File: src/rtl/ibex_counter_arbiter.sv
// Round-robin arbiter sharing one counter-unit bus among NUM_REQ requesters.
// One outstanding transaction, registered issue/response, response timeout.
module ibex_counter_arbiter #(
  parameter int unsigned NUM_REQ = 2,
  parameter int unsigned TIMEOUT = 16
) (
  input  logic                  clk_i,
  input  logic                  rst_i,
  input  logic [NUM_REQ-1:0]    req_i,
  input  logic [NUM_REQ-1:0]    we_i,
  input  logic [NUM_REQ*32-1:0] addr_i,
  input  logic [NUM_REQ*32-1:0] wdata_i,
  output logic [NUM_REQ-1:0]    gnt_o,
  output logic [NUM_REQ-1:0]    rvalid_o,
  output logic [31:0]           rdata_o,
  output logic                  err_o,
  output logic                  busy_o,
  output logic                  spurious_o,
  output logic                  counter_req_o,
  output logic                  counter_we_o,
  output logic [31:0]           counter_addr_o,
  output logic [31:0]           counter_wdata_o,
  input  logic                  counter_rvalid_i,
  input  logic [31:0]           counter_rdata_i,
  input  logic                  counter_err_i
);

  localparam int unsigned IW = $clog2(NUM_REQ);
  localparam int unsigned CW = (TIMEOUT > 0) ? $clog2(TIMEOUT + 1) : 1;

  typedef enum logic [1:0] {
    IDLE,
    ISSUE,
    WAIT
  } state_e;

  state_e               state_q, state_d;
  logic [IW-1:0]        rr_q, rr_d;
  logic [IW-1:0]        owner_q, owner_d;
  logic                 we_q, we_d;
  logic [31:0]          addr_q, addr_d;
  logic [31:0]          wdata_q, wdata_d;
  logic [CW-1:0]        cnt_q, cnt_d;
  logic                 spur_q, spur_d;
  logic [NUM_REQ-1:0]   gnt_q, gnt_d;
  logic [NUM_REQ-1:0]   rvalid_q, rvalid_d;
  logic [31:0]          rdata_q, rdata_d;
  logic                 err_q, err_d;
  logic                 creq_q, creq_d;

  logic                 found;
  logic [IW-1:0]        sel;
  logic [IW:0]          cand;
  logic [31:0]          sel_addr;
  logic [31:0]          sel_wdata;
  logic [CW-1:0]        cnt_inc;
  logic                 expire;

  // First requester at or above the rr pointer, wrapping modulo NUM_REQ
  always_comb begin
    found = 1'b0;
    sel   = '0;
    cand  = '0;
    for (int i = 0; i < NUM_REQ; i++) begin
      cand = {1'b0, rr_q} + (IW+1)'(i);
      if (cand >= (IW+1)'(NUM_REQ)) begin
        cand = cand - (IW+1)'(NUM_REQ);
      end
      if (!found && req_i[cand[IW-1:0]]) begin
        found = 1'b1;
        sel   = cand[IW-1:0];
      end
    end
  end

  // Pick the winner's address and write data
  always_comb begin
    sel_addr  = '0;
    sel_wdata = '0;
    for (int k = 0; k < NUM_REQ; k++) begin
      if (sel == IW'(k)) begin
        sel_addr  = addr_i[32*k +: 32];
        sel_wdata = wdata_i[32*k +: 32];
      end
    end
  end

  // Saturating wait counter and expiry detect
  always_comb begin
    cnt_inc = (cnt_q == {CW{1'b1}}) ? cnt_q : cnt_q + CW'(1);
    expire  = (TIMEOUT != 0) && (cnt_inc == CW'(TIMEOUT));
  end

  // Next-state and registered-output logic
  always_comb begin
    state_d  = state_q;
    rr_d     = rr_q;
    owner_d  = owner_q;
    we_d     = we_q;
    addr_d   = addr_q;
    wdata_d  = wdata_q;
    cnt_d    = cnt_q;
    spur_d   = spur_q | (counter_rvalid_i && state_q != WAIT);
    gnt_d    = '0;
    rvalid_d = '0;
    rdata_d  = rdata_q;
    err_d    = err_q;
    creq_d   = 1'b0;
    unique case (state_q)
      IDLE: begin
        if (found) begin
          state_d    = ISSUE;
          owner_d    = sel;
          we_d       = we_i[sel];
          addr_d     = sel_addr;
          wdata_d    = sel_wdata;
          gnt_d[sel] = 1'b1;
          creq_d     = 1'b1;
        end
      end
      ISSUE: begin
        state_d = WAIT;
        cnt_d   = '0;
        rr_d    = (owner_q == IW'(NUM_REQ - 1)) ? '0 : owner_q + IW'(1);
      end
      WAIT: begin
        if (counter_rvalid_i) begin
          state_d           = IDLE;
          rvalid_d[owner_q] = 1'b1;
          rdata_d           = counter_rdata_i;
          err_d             = counter_err_i;
        end else begin
          cnt_d = cnt_inc;
          if (expire) begin
            state_d           = IDLE;
            rvalid_d[owner_q] = 1'b1;
            rdata_d           = '0;
            err_d             = 1'b1;
          end
        end
      end
      default: state_d = IDLE;
    endcase
  end

  // State registers with synchronous reset
  always_ff @(posedge clk_i) begin
    if (rst_i) begin
      state_q  <= IDLE;
      rr_q     <= '0;
      owner_q  <= '0;
      we_q     <= 1'b0;
      addr_q   <= '0;
      wdata_q  <= '0;
      cnt_q    <= '0;
      spur_q   <= 1'b0;
      gnt_q    <= '0;
      rvalid_q <= '0;
      rdata_q  <= '0;
      err_q    <= 1'b0;
      creq_q   <= 1'b0;
    end else begin
      state_q  <= state_d;
      rr_q     <= rr_d;
      owner_q  <= owner_d;
      we_q     <= we_d;
      addr_q   <= addr_d;
      wdata_q  <= wdata_d;
      cnt_q    <= cnt_d;
      spur_q   <= spur_d;
      gnt_q    <= gnt_d;
      rvalid_q <= rvalid_d;
      rdata_q  <= rdata_d;
      err_q    <= err_d;
      creq_q   <= creq_d;
    end
  end

  assign gnt_o           = gnt_q;
  assign rvalid_o        = rvalid_q;
  assign rdata_o         = rdata_q;
  assign err_o           = err_q;
  assign busy_o          = (state_q != IDLE);
  assign spurious_o      = spur_q;
  assign counter_req_o   = creq_q;
  assign counter_we_o    = we_q;
  assign counter_addr_o  = addr_q;
  assign counter_wdata_o = wdata_q;

endmodule

File: config.mk
export PLATFORM = sky130hd
export DESIGN_NAME = ibex_counter_arbiter
export DESIGN_NICKNAME = d
export VERILOG_FILES = /design/src/rtl/ibex_counter_arbiter.sv
export SDC_FILE = /design/constraint.sdc
export NUM_CORES = 1
export LEC_CHECK = 0
export BUFFER_PORTS_ARGS = -buffer_cell sky130_fd_sc_hd__buf_2
export CORE_ASPECT_RATIO = 0.75
export CORE_MARGIN = 2
export CORE_UTILIZATION = 40
export DETAILED_ROUTE_END_ITERATION = 10
export PLACE_DENSITY_LB_ADDON = 0.15
export SETUP_SLACK_MARGIN = 0.2
export SLEW_MARGIN = 15
export SYNTH_ARGS = -nofsm -noshare
export SYNTH_HDL_FRONTEND = slang
export SYNTH_SLANG_ARGS = --single-unit
File: constraint.sdc
create_clock -name clk_i -period 2.3 [get_ports clk_i]
set_clock_uncertainty 0.05 [all_clocks]
set_input_delay 0.115 -clock clk_i [delete_from_list [all_inputs] [get_ports clk_i]]
set_output_delay 0.115 -clock clk_i [all_outputs]
set_load 0.01 [all_outputs]
# Word-level counts from Yosys, hierarchy flattened

Cells that the tools add are included.

Add/subtract/negate cells: 5
Order comparisons: 8
Equal/unequal tests: 8
Muxes and demuxes: 33
Bitwise operators: 4
Reduce and logical (&&, ||, !) cells: 16

Operator list:

| kind                                                               | number |
|---|---|
| two-way mux 32 bit                                                 | 4 |
| two-way mux 1 bit                                                  | 18 |
| == test 5 bit (second input constant)                              | 2 |
| two-way mux 2 bit                                                  | 5 |
| two-way mux 5 bit                                                  | 2 |
| one-hot mux 5 bit (2 select lines)                                 | 1 |
| less-than comparator 1 x 2 -> 1 bit (second input constant)        | 4 |
| AND reduction 2 bit                                                | 4 |
| != test 2 bit (second input constant)                              | 3 |
| one-hot mux 2 bit (3 select lines)                                 | 1 |
| nonzero test 2 bit                                                 | 3 |
| adder 5 x 1 -> 5 bit (second input constant)                       | 1 |
| logical AND 1 bit                                                  | 4 |
| OR reduction 2 bit                                                 | 2 |
| != test 3 bit (second input constant)                              | 1 |
| inverter 1 bit                                                     | 3 |
| OR reduction 3 bit                                                 | 1 |
| adder 1 x 1 -> 2 bit (second input constant)                       | 1 |
| demux 1 bit (select 1 bit)                                         | 2 |
| == test 2 x 1 -> 1 bit (second input constant)                     | 1 |
| == test 2 bit (second input constant)                              | 1 |
| greater-or-equal comparator 1 bit (second input constant)          | 2 |
| greater-or-equal comparator 1 x 2 -> 1 bit (second input constant) | 1 |
| greater-or-equal comparator 2 bit (second input constant)          | 1 |
| 5 further kinds                                                    | 6 |

Flip-flop bits (word level): 113
Input port bits: 168
Output and inout bits: 105

# Logic depth before layout (Yosys ltp)

Gate-level depths: netlist of run 1.

Depth after elaboration: 12
Mapped depth: 7
Mapped depth without buffers: 6

# Worst setup path after synthesis of run 1

OpenSTA, ideal clock, no wires.

Kind: register to register
Start point: register cnt_q[0]
End point: register rdata_q[10] (netlist: rdata_o[10])
Data arrival time: 1.642 ns
Required time: 2.180 ns
Slack: 0.538 ns
Stages on the path, launching flop included: 8
Path buffers: 1
Cell sequence: dfxtp_1 ha_1 nand4_4 mux2_4 nand2_8 buf_12 o211ai_2 a21oi_2

Word-level cells in the longest chain between the ends: 5
Elaborated cells between the ends (all ways): 6
Classes of those cells: 1 x add/sub; 2 x eq/ne; 1 x mux; 2 x reduce/logical

Ends and longest elaborated chain:

| element                                               | line | source |
|---|---|---|
| start, declared                                       | 43   | `logic [CW-1:0] cnt_q, cnt_d;` |
| start signal, assigned                                | 169  | `cnt_q <= cnt_d;` |
| adder 5 x 1 -> 5 bit or == test 5 bit (tied branches) | 90   | `cnt_inc = (cnt_q == {CW{1'b1}}) ? cnt_q : cnt_q + CW'(1);` |
| two-way mux 5 bit *                                   | 90   |  |
| == test 5 bit *                                       | 91   | `expire = (TIMEOUT != 0) && (cnt_inc == CW'(TIMEOUT));` |
| nonzero test 2 bit (no line) *                        | --   |  |
| AND reduction 2 bit (no line) *                       | --   |  |
| end signal, assigned                                  | 173  | `rdata_q <= rdata_d;` |
| end, declared                                         | 47   | `logic [31:0] rdata_q, rdata_d;` |

Mark *: on every way between the ends. The rest lies on a longest branch, timed or not.
A chain may end at the register's enable or synchronous reset.

# Final worst setup path of run 1

Start point: register cnt_q[0]
End point: register rdata_q[6] (netlist: rdata_o[6])

The elaborated chain is that of the path after synthesis.

==> impl_metrics.json, run 1 <==
{
  "outcome": "finished, final reports clean",
  "post-route-util_pct": 61.7,
  "cts_setup_buffers": 0,
  "critPathMaxStageDelay_ps": 420,
  "final_common_cell": "buf_2",
  "antenna_found_initial": 0,
  "io-pin-count": 273,
  "critical-path-slowest-cell": "dfxtp_1",
  "coreArea_um2": 12900,
  "drtIter0Drc": 188,
  "timing.final.hold_violations": 0,
  "synth_ff_type": "dfxtp_1",
  "grt_pass1_vias": 4792,
  "dr.pass1.iters": 5,
  "crit_family": "simple AND/OR/NAND/NOR gates",
  "wl_mm": 15.3,
  "max_freq_mhz": 502,
  "maxSlewHeadroom_pct": 58.6,
  "wire_per_inst_um": 14.9,
  "syn_nets": 684,
  "netlist_area_um2": 5250,
  "synth_edf_count": 0,
  "syn_avg_cell_area_um2": 10.2,
  "min_path_cells": 3,
  "synthArstFlopShare_pct": 0,
  "yosysWarnings": 0,
  "fin_tns_setup_ps": 0,
  "numCtsBuffers": 17,
  "use_met3_pct": 5.12,
  "drc_errors": 0,
  "hpwl_mm": 10.7,
  "detail-route-antenna-nets": 0,
  "drive_gt1_share_pct": 46.7,
  "clkTransAtPathRegs_ps": 60,
  "die_w_um": 136,
  "period_share_pct": 86.6,
  "nNetsFinal": 1011,
  "critical_path_required_ps": 2590,
  "grt_start_max_net_pins": 56,
  "cap_violations": 0,
  "hold_path_class": "in -> reg",
  "cp-start-kind": "flip-flop",
  "final_cell_mix": "271 x buf_2, 113 x dfxtp_1, 78 x nor2_1, 66 x a211oi_1, 65 x mux2i_1",
  "ys_ff_latch": 113,
  "path_buf_inv": 0,
  "busiest_layer": "met2",
  "r2r-end": "rdata_o[6]",
  "synth-seq-area-share_pct": 43.1,
  "r2r_start": "cnt_q[0]",
  "ctsRootBufferMaster": "clkbuf_16",
  "path_cells": "ha_2, nand4_4, mux2_4, nand2_8, o211ai_2, a21oi_2",
  "place.gp.congestion": 0.764,
  "irDropWorstVdd_uv": 469,
  "synth_cell_type_count": 46,
  "worst_pin_slew_ps": 622,
  "io_buffers": 272,
  "period_minus_slack_ps": 1990,
  "cp.arrival_ps": 2280,
  "met2_usage_pct": 36.3,
  "area_delta_synth_final_pct": 51.4,
  "vias": 5057,
  "clockBufferDepth": 2,
  "cts.sinks": 113,
  "hold_path_end": "counter_addr_o[5]",
  "p_leak_nw": 3.78,
  "hp-start": "addr_i[37]",
  "cts_tree": "done",
  "worst_setup_path_end_kind": "flip-flop",
  "setup_viol": 0,
  "grt_pass1_wl_mm": 23.1,
  "slew_viol_final": 0,
  "cts_htree_levels": 4,
  "worst_skew_pair.late_latency_ps": 400,
  "gr-total-overflow": 0,
  "antennaDiodeCount": 0,
  "p_per_area_nw_per_um2": 782,
  "initial_core_util_pct": 40.7,
  "critical_path_class": "reg -> reg",
  "fp.dieArea_um2": 14100,
  "grt_util_all_layers_pct": 20.9,
  "critPathMaxFanout": 32,
  "routed_via_density": 4.93,
  "use_met1_pct": 25.4,
  "rsz0062_at_grt": "false",
  "timing.reg2reg.setup_slack_ps": 310,
  "die_height_um": 103,
  "postSynthCellCount": 515,
  "row_count": 36,
  "worstRegToRegCells": 6
}
## worst register-to-register path, delay by kind of cell, from the launching register on
family                   cells  cell delay, ps
multiplexers                 1             390
flip-flops                   1             420
AO/OA/AOI/OAI                2             320
AND/OR/NAND/NOR              2             430
adder cells (fa/ha/maj)      1             320
## kinds of logic after synthesis
group / Yosys count / share of synthesized area [%]
AOI/OAI and AO/OA: 151 / 25.1
adders and majority gates: 1 / 0.238
buffers and inverters: 48 / 7.34
DFF: 113 / 43.1
muxes: 66 / 12.7
and+or+nand+nor: 136 / 11.6
## routing by layer
layer	share of wire (%)	wire, um	up-vias
met4	1.6	248	0
met2	51	7760	168
li1	-	-	2526
met3	5.7	868	22
met1	42	6420	2341
met5	0	0	-
## repair_timing
item / in CTS / in global routing
resized for setup: 0 / 1
hold endpoints to repair: 55 / 0
setup endpoints to repair: 0 / 32
hold buffers: 64 / 0
## cell type report
| class | instances | area (um^2) |
|---|---|---|
| Fill cell | 1088 | 4940 |
| Multi-Input combinational cell | 354 | 2620 |
| Clock buffer | 19 | 443 |
| Clock inverter | 13 | 210 |
| Sequential cell | 113 | 2260 |
| Timing Repair Buffer | 355 | 2200 |
| Inverter | 1 | 3.75 |
| Tap cell | 171 | 214 |
## where the power goes
part	internal [mW]	switching (mW)	total (mW)
combinational	0.543	0.572	1.11
sequential	2.13	0.0842	2.22
clock	1.95	0.933	2.88
## Yosys cell counts (all sizes together) (3+ instances only)
cell type	number	area, um^2
dfxtp	113	2260
nor3	3	20.0
o211ai	32	390
nor2	79	299
a211oi	66	495
nand2	37	155
o21ai	5	32.5
buf	29	235
a21oi	39	308
clkbuf	12	78.8
dlymetal6s2s	4	50.1
mux2i	65	651
and2	4	26.3
nand2b	4	25.0
## worst max-delay path by stage
stage	startpoint	endpoint	slack [ps]	cells past startpoint
6_report	cnt_q[0]	rdata_o[6]	310	6
5_1_grt	cnt_q[0]	rdata_o[28]	210	6
4_1_cts	cnt_q[0]	rdata_o[6]	250	6
3_5_place_dp	cnt_q[0]	rdata_o[27]	270	6
3_3_place_gp	cnt_q[0]	rdata_o[28]	350	6
2_1_floorplan	cnt_q[0]	rdata_o[10]	540	7
## metrics by stage
step	hold WS (ps)	total power, mW	instances	setup WS [ps]	area, um^2
2_1_floorplan	201	2.84	515	538	5250
3_3_place_gp	313	3.25	930	346	6650
3_5_place_dp	320	3.28	930	269	6650
4_1_cts	1.36	6.28	1026	254	7940
5_1_grt	12.4	6.48	1026	208	7950
6_report	13.1	6.21	1026	308	7950
## state kept, by name, indices dropped and copies added, names as in the netlist, 2 cells and up
signal	flops
rvalid_o	2
rdata_o	32
gnt_o	2
counter_wdata_o	32
counter_addr_o	32
cnt_q	5
state_q	2
No activity file was read; power rests on OpenSTA's default activity.
==> run 2, diff against run 1 <==
==> constraint.sdc (replaced) <==
create_clock -name clk_i -period 2.3 [get_ports clk_i]
set_clock_uncertainty 0.05 [all_clocks]
set_input_delay 0.23 -clock clk_i [delete_from_list [all_inputs] [get_ports clk_i]]
set_output_delay 0.23 -clock clk_i [all_outputs]
set_load 0.01 [all_outputs]
==> impl_metrics.json, run 2 (synthesis gave the netlist of run 1 again) <==
{
  "drive_gt1_share_pct": 49.1,
  "whs_ps": 19.6,
  "final_area_um2": 7430,
  "io_buffers": 272,
  "io-pin-count": 273,
  "pwr-share-seq_pct": 37.6,
  "crit_path_start": "cnt_q[0]",
  "drc_errors": 0,
  "p_leak_nw": 3.57,
  "grt_pass1_vias": 4519,
  "path_cells": "ha_2, nand4_4, mux2_4, nand2_8, o211ai_1, a21oi_1",
  "grt_pass1_wl_mm": 21.7,
  "outcome": "finished, final reports clean",
  "rsz0062_at_grt": "false",
  "fin_tns_setup_ps": 0,
  "cp-start-kind": "flip-flop",
  "placed_cell_area_um2": 6650,
  "fp.dieArea_um2": 14100,
  "worstRegToRegCells": 6,
  "intPower_mw": 4.40,
  "r2r_start": "cnt_q[0]",
  "clkTransAtPathRegs_ps": 50,
  "critical_path_required_ps": 2590,
  "timing.final.hold_violations": 0,
  "initial_core_util_pct": 40.7,
  "drtIter0Drc": 127,
  "post-route-util_pct": 57.6,
  "cts_tree": "done",
  "ctsRootBufferMaster": "clkbuf_16",
  "wire_per_inst_um": 15.0,
  "placed_cells": 930,
  "swShare_pct": 25.4,
  "hpwl_mm": 10.7,
  "final_common_cell": "buf_2",
  "area_delta_synth_final_pct": 41.5,
  "coreArea_um2": 12900,
  "setup_viol": 0,
  "p_total_mw": 5.90,
  "period_share_pct": 85.3,
  "irDropWorstVdd_uv": 496,
  "gr-total-overflow": 0,
  "cap_violations": 0,
  "cts_htree_levels": 4,
  "die_height_um": 103,
  "hold_path_class": "in -> reg",
  "antenna_found_initial": 0,
  "critical-path-slowest-cell": "dfxtp_1",
  "detail-route-antenna-nets": 0,
  "slew_viol_final": 0,
  "worst_skew_pair.late_latency_ps": 410,
  "fill_cells": 1157,
  "p_per_area_nw_per_um2": 794,
  "row_count": 36,
  "setup_slack_ps": 338,
  "period_minus_slack_ps": 1960,
  "nNetsFinal": 964,
  "timing.reg2reg.setup_slack_ps": 340,
  "maxSlewHeadroom_pct": 54.1,
  "r2r-end": "rdata_o[27]",
  "cp.arrival_ps": 2260,
  "switchingPower_mw": 1.50,
  "vias": 4869,
  "worst_setup_path_end_kind": "flip-flop",
  "clockBufferDepth": 2,
  "dpl_worst_slack_ps": 285,
  "clkPwrFrac_pct": 44.8,
  "max_freq_mhz": 510,
  "die_w_um": 136,
  "numCtsBuffers": 17,
  "crit_end": "rdata_o[27]",
  "cts.sinks": 113,
  "grt_start_max_net_pins": 57,
  "critPathMaxStageDelay_ps": 420,
  "place.gp.congestion": 0.767,
  "grt_util_all_layers_pct": 20.2,
  "antennaDiodeCount": 0,
  "routed_via_density": 4.98,
  "wl_mm": 14.6,
  "final_cell_mix": "271 x buf_2, 113 x dfxtp_1, 78 x nor2_1, 66 x a211oi_1, 65 x mux2i_1",
  "combPwrFrac_pct": 17.6,
  "critical_path_class": "reg -> reg",
  "dr.pass1.iters": 4,
  "instances_no_fill": 978,
  "worst_pin_slew_ps": 689,
  "critPathMaxFanout": 32
}
## run 2: cell types whose count changed in the layout (fill, tap and decap cells not counted)
cell	delta
clkbuf_1	+2
dlygate4sd3_1	-47
clkbuf_8	+6
bufinv_16	-3
clkinvlp_4	-2
clkinv_4	-4
## run 2: critical path, delay by kind of cell, from the launching register on
| kind | cells | cell delay [ps] |
|---|---|---|
| flip-flops | 1 | 420 |
| AND/OR/NAND/NOR | 2 | 400 |
| multiplexers | 1 | 380 |
| adder cells (fa/ha/maj) | 1 | 310 |
| AO/OA/AOI/OAI | 2 | 300 |
## run 2: routing by layer
| metal | up-vias | routed length [um] | global-route usage [%] |
|---|---|---|---|
| met5 | - | 0 | 0 |
| met3 | 17 | 1030 | 6.38 |
| met2 | 159 | 7330 | 34.0 |
| met4 | 0 | 214 | 8.49 |
| li1 | 2434 | - | - |
| met1 | 2259 | 6060 | 24.1 |
## run 2: how the worst min path moves through the flow
stage / slack [ps] / cells after the start / startpoint / endpoint
final: 20 / 3 / counter_rdata_i[13] / rdata_o[13]
after global routing: 8 / 3 / counter_rdata_i[4] / rdata_o[4]
after CTS: 0.07 / 3 / counter_rdata_i[13] / rdata_o[13]
after detailed placement: 410 / 2 / spurious_o / spurious_o
after global placement: 400 / 2 / spurious_o / spurious_o
after floorplan: 320 / 2 / counter_rdata_i[27] / rdata_o[27]
## run 2: what timing repair did
action | 4_1_cts | 5_1_grt
resized for setup | 0 | 1
hold buffers | 17 | 0
setup buffers | 0 | 0
endpoints found under the setup margin | 0 | 31
hold endpoints to repair | 17 | 0
## run 2: layout make-up
type | count | area (um^2) | area share, %
Timing Repair Buffer | 308 | 1730 | 23.3
Clock buffer | 27 | 533 | 7.18
Clock inverter | 4 | 70.1 | 0.944
Inverter | 1 | 3.75 | 0.0505
Tap cell | 171 | 214 | 2.88
Multi-Input combinational cell | 354 | 2620 | 35.2
Sequential cell | 113 | 2260 | 30.5
## run 2: power groups by stage
stage / Combinational [mW] / Clock [mW] / Sequential [mW]
final: 1.04 / 2.64 / 2.22
after global routing: 1.15 / 2.79 / 2.24
after CTS: 1.05 / 2.70 / 2.22
after detailed placement: 1.03 / 0 / 2.25
after global placement: 1.00 / 0 / 2.25
after floorplan: 0.508 / 0 / 2.33
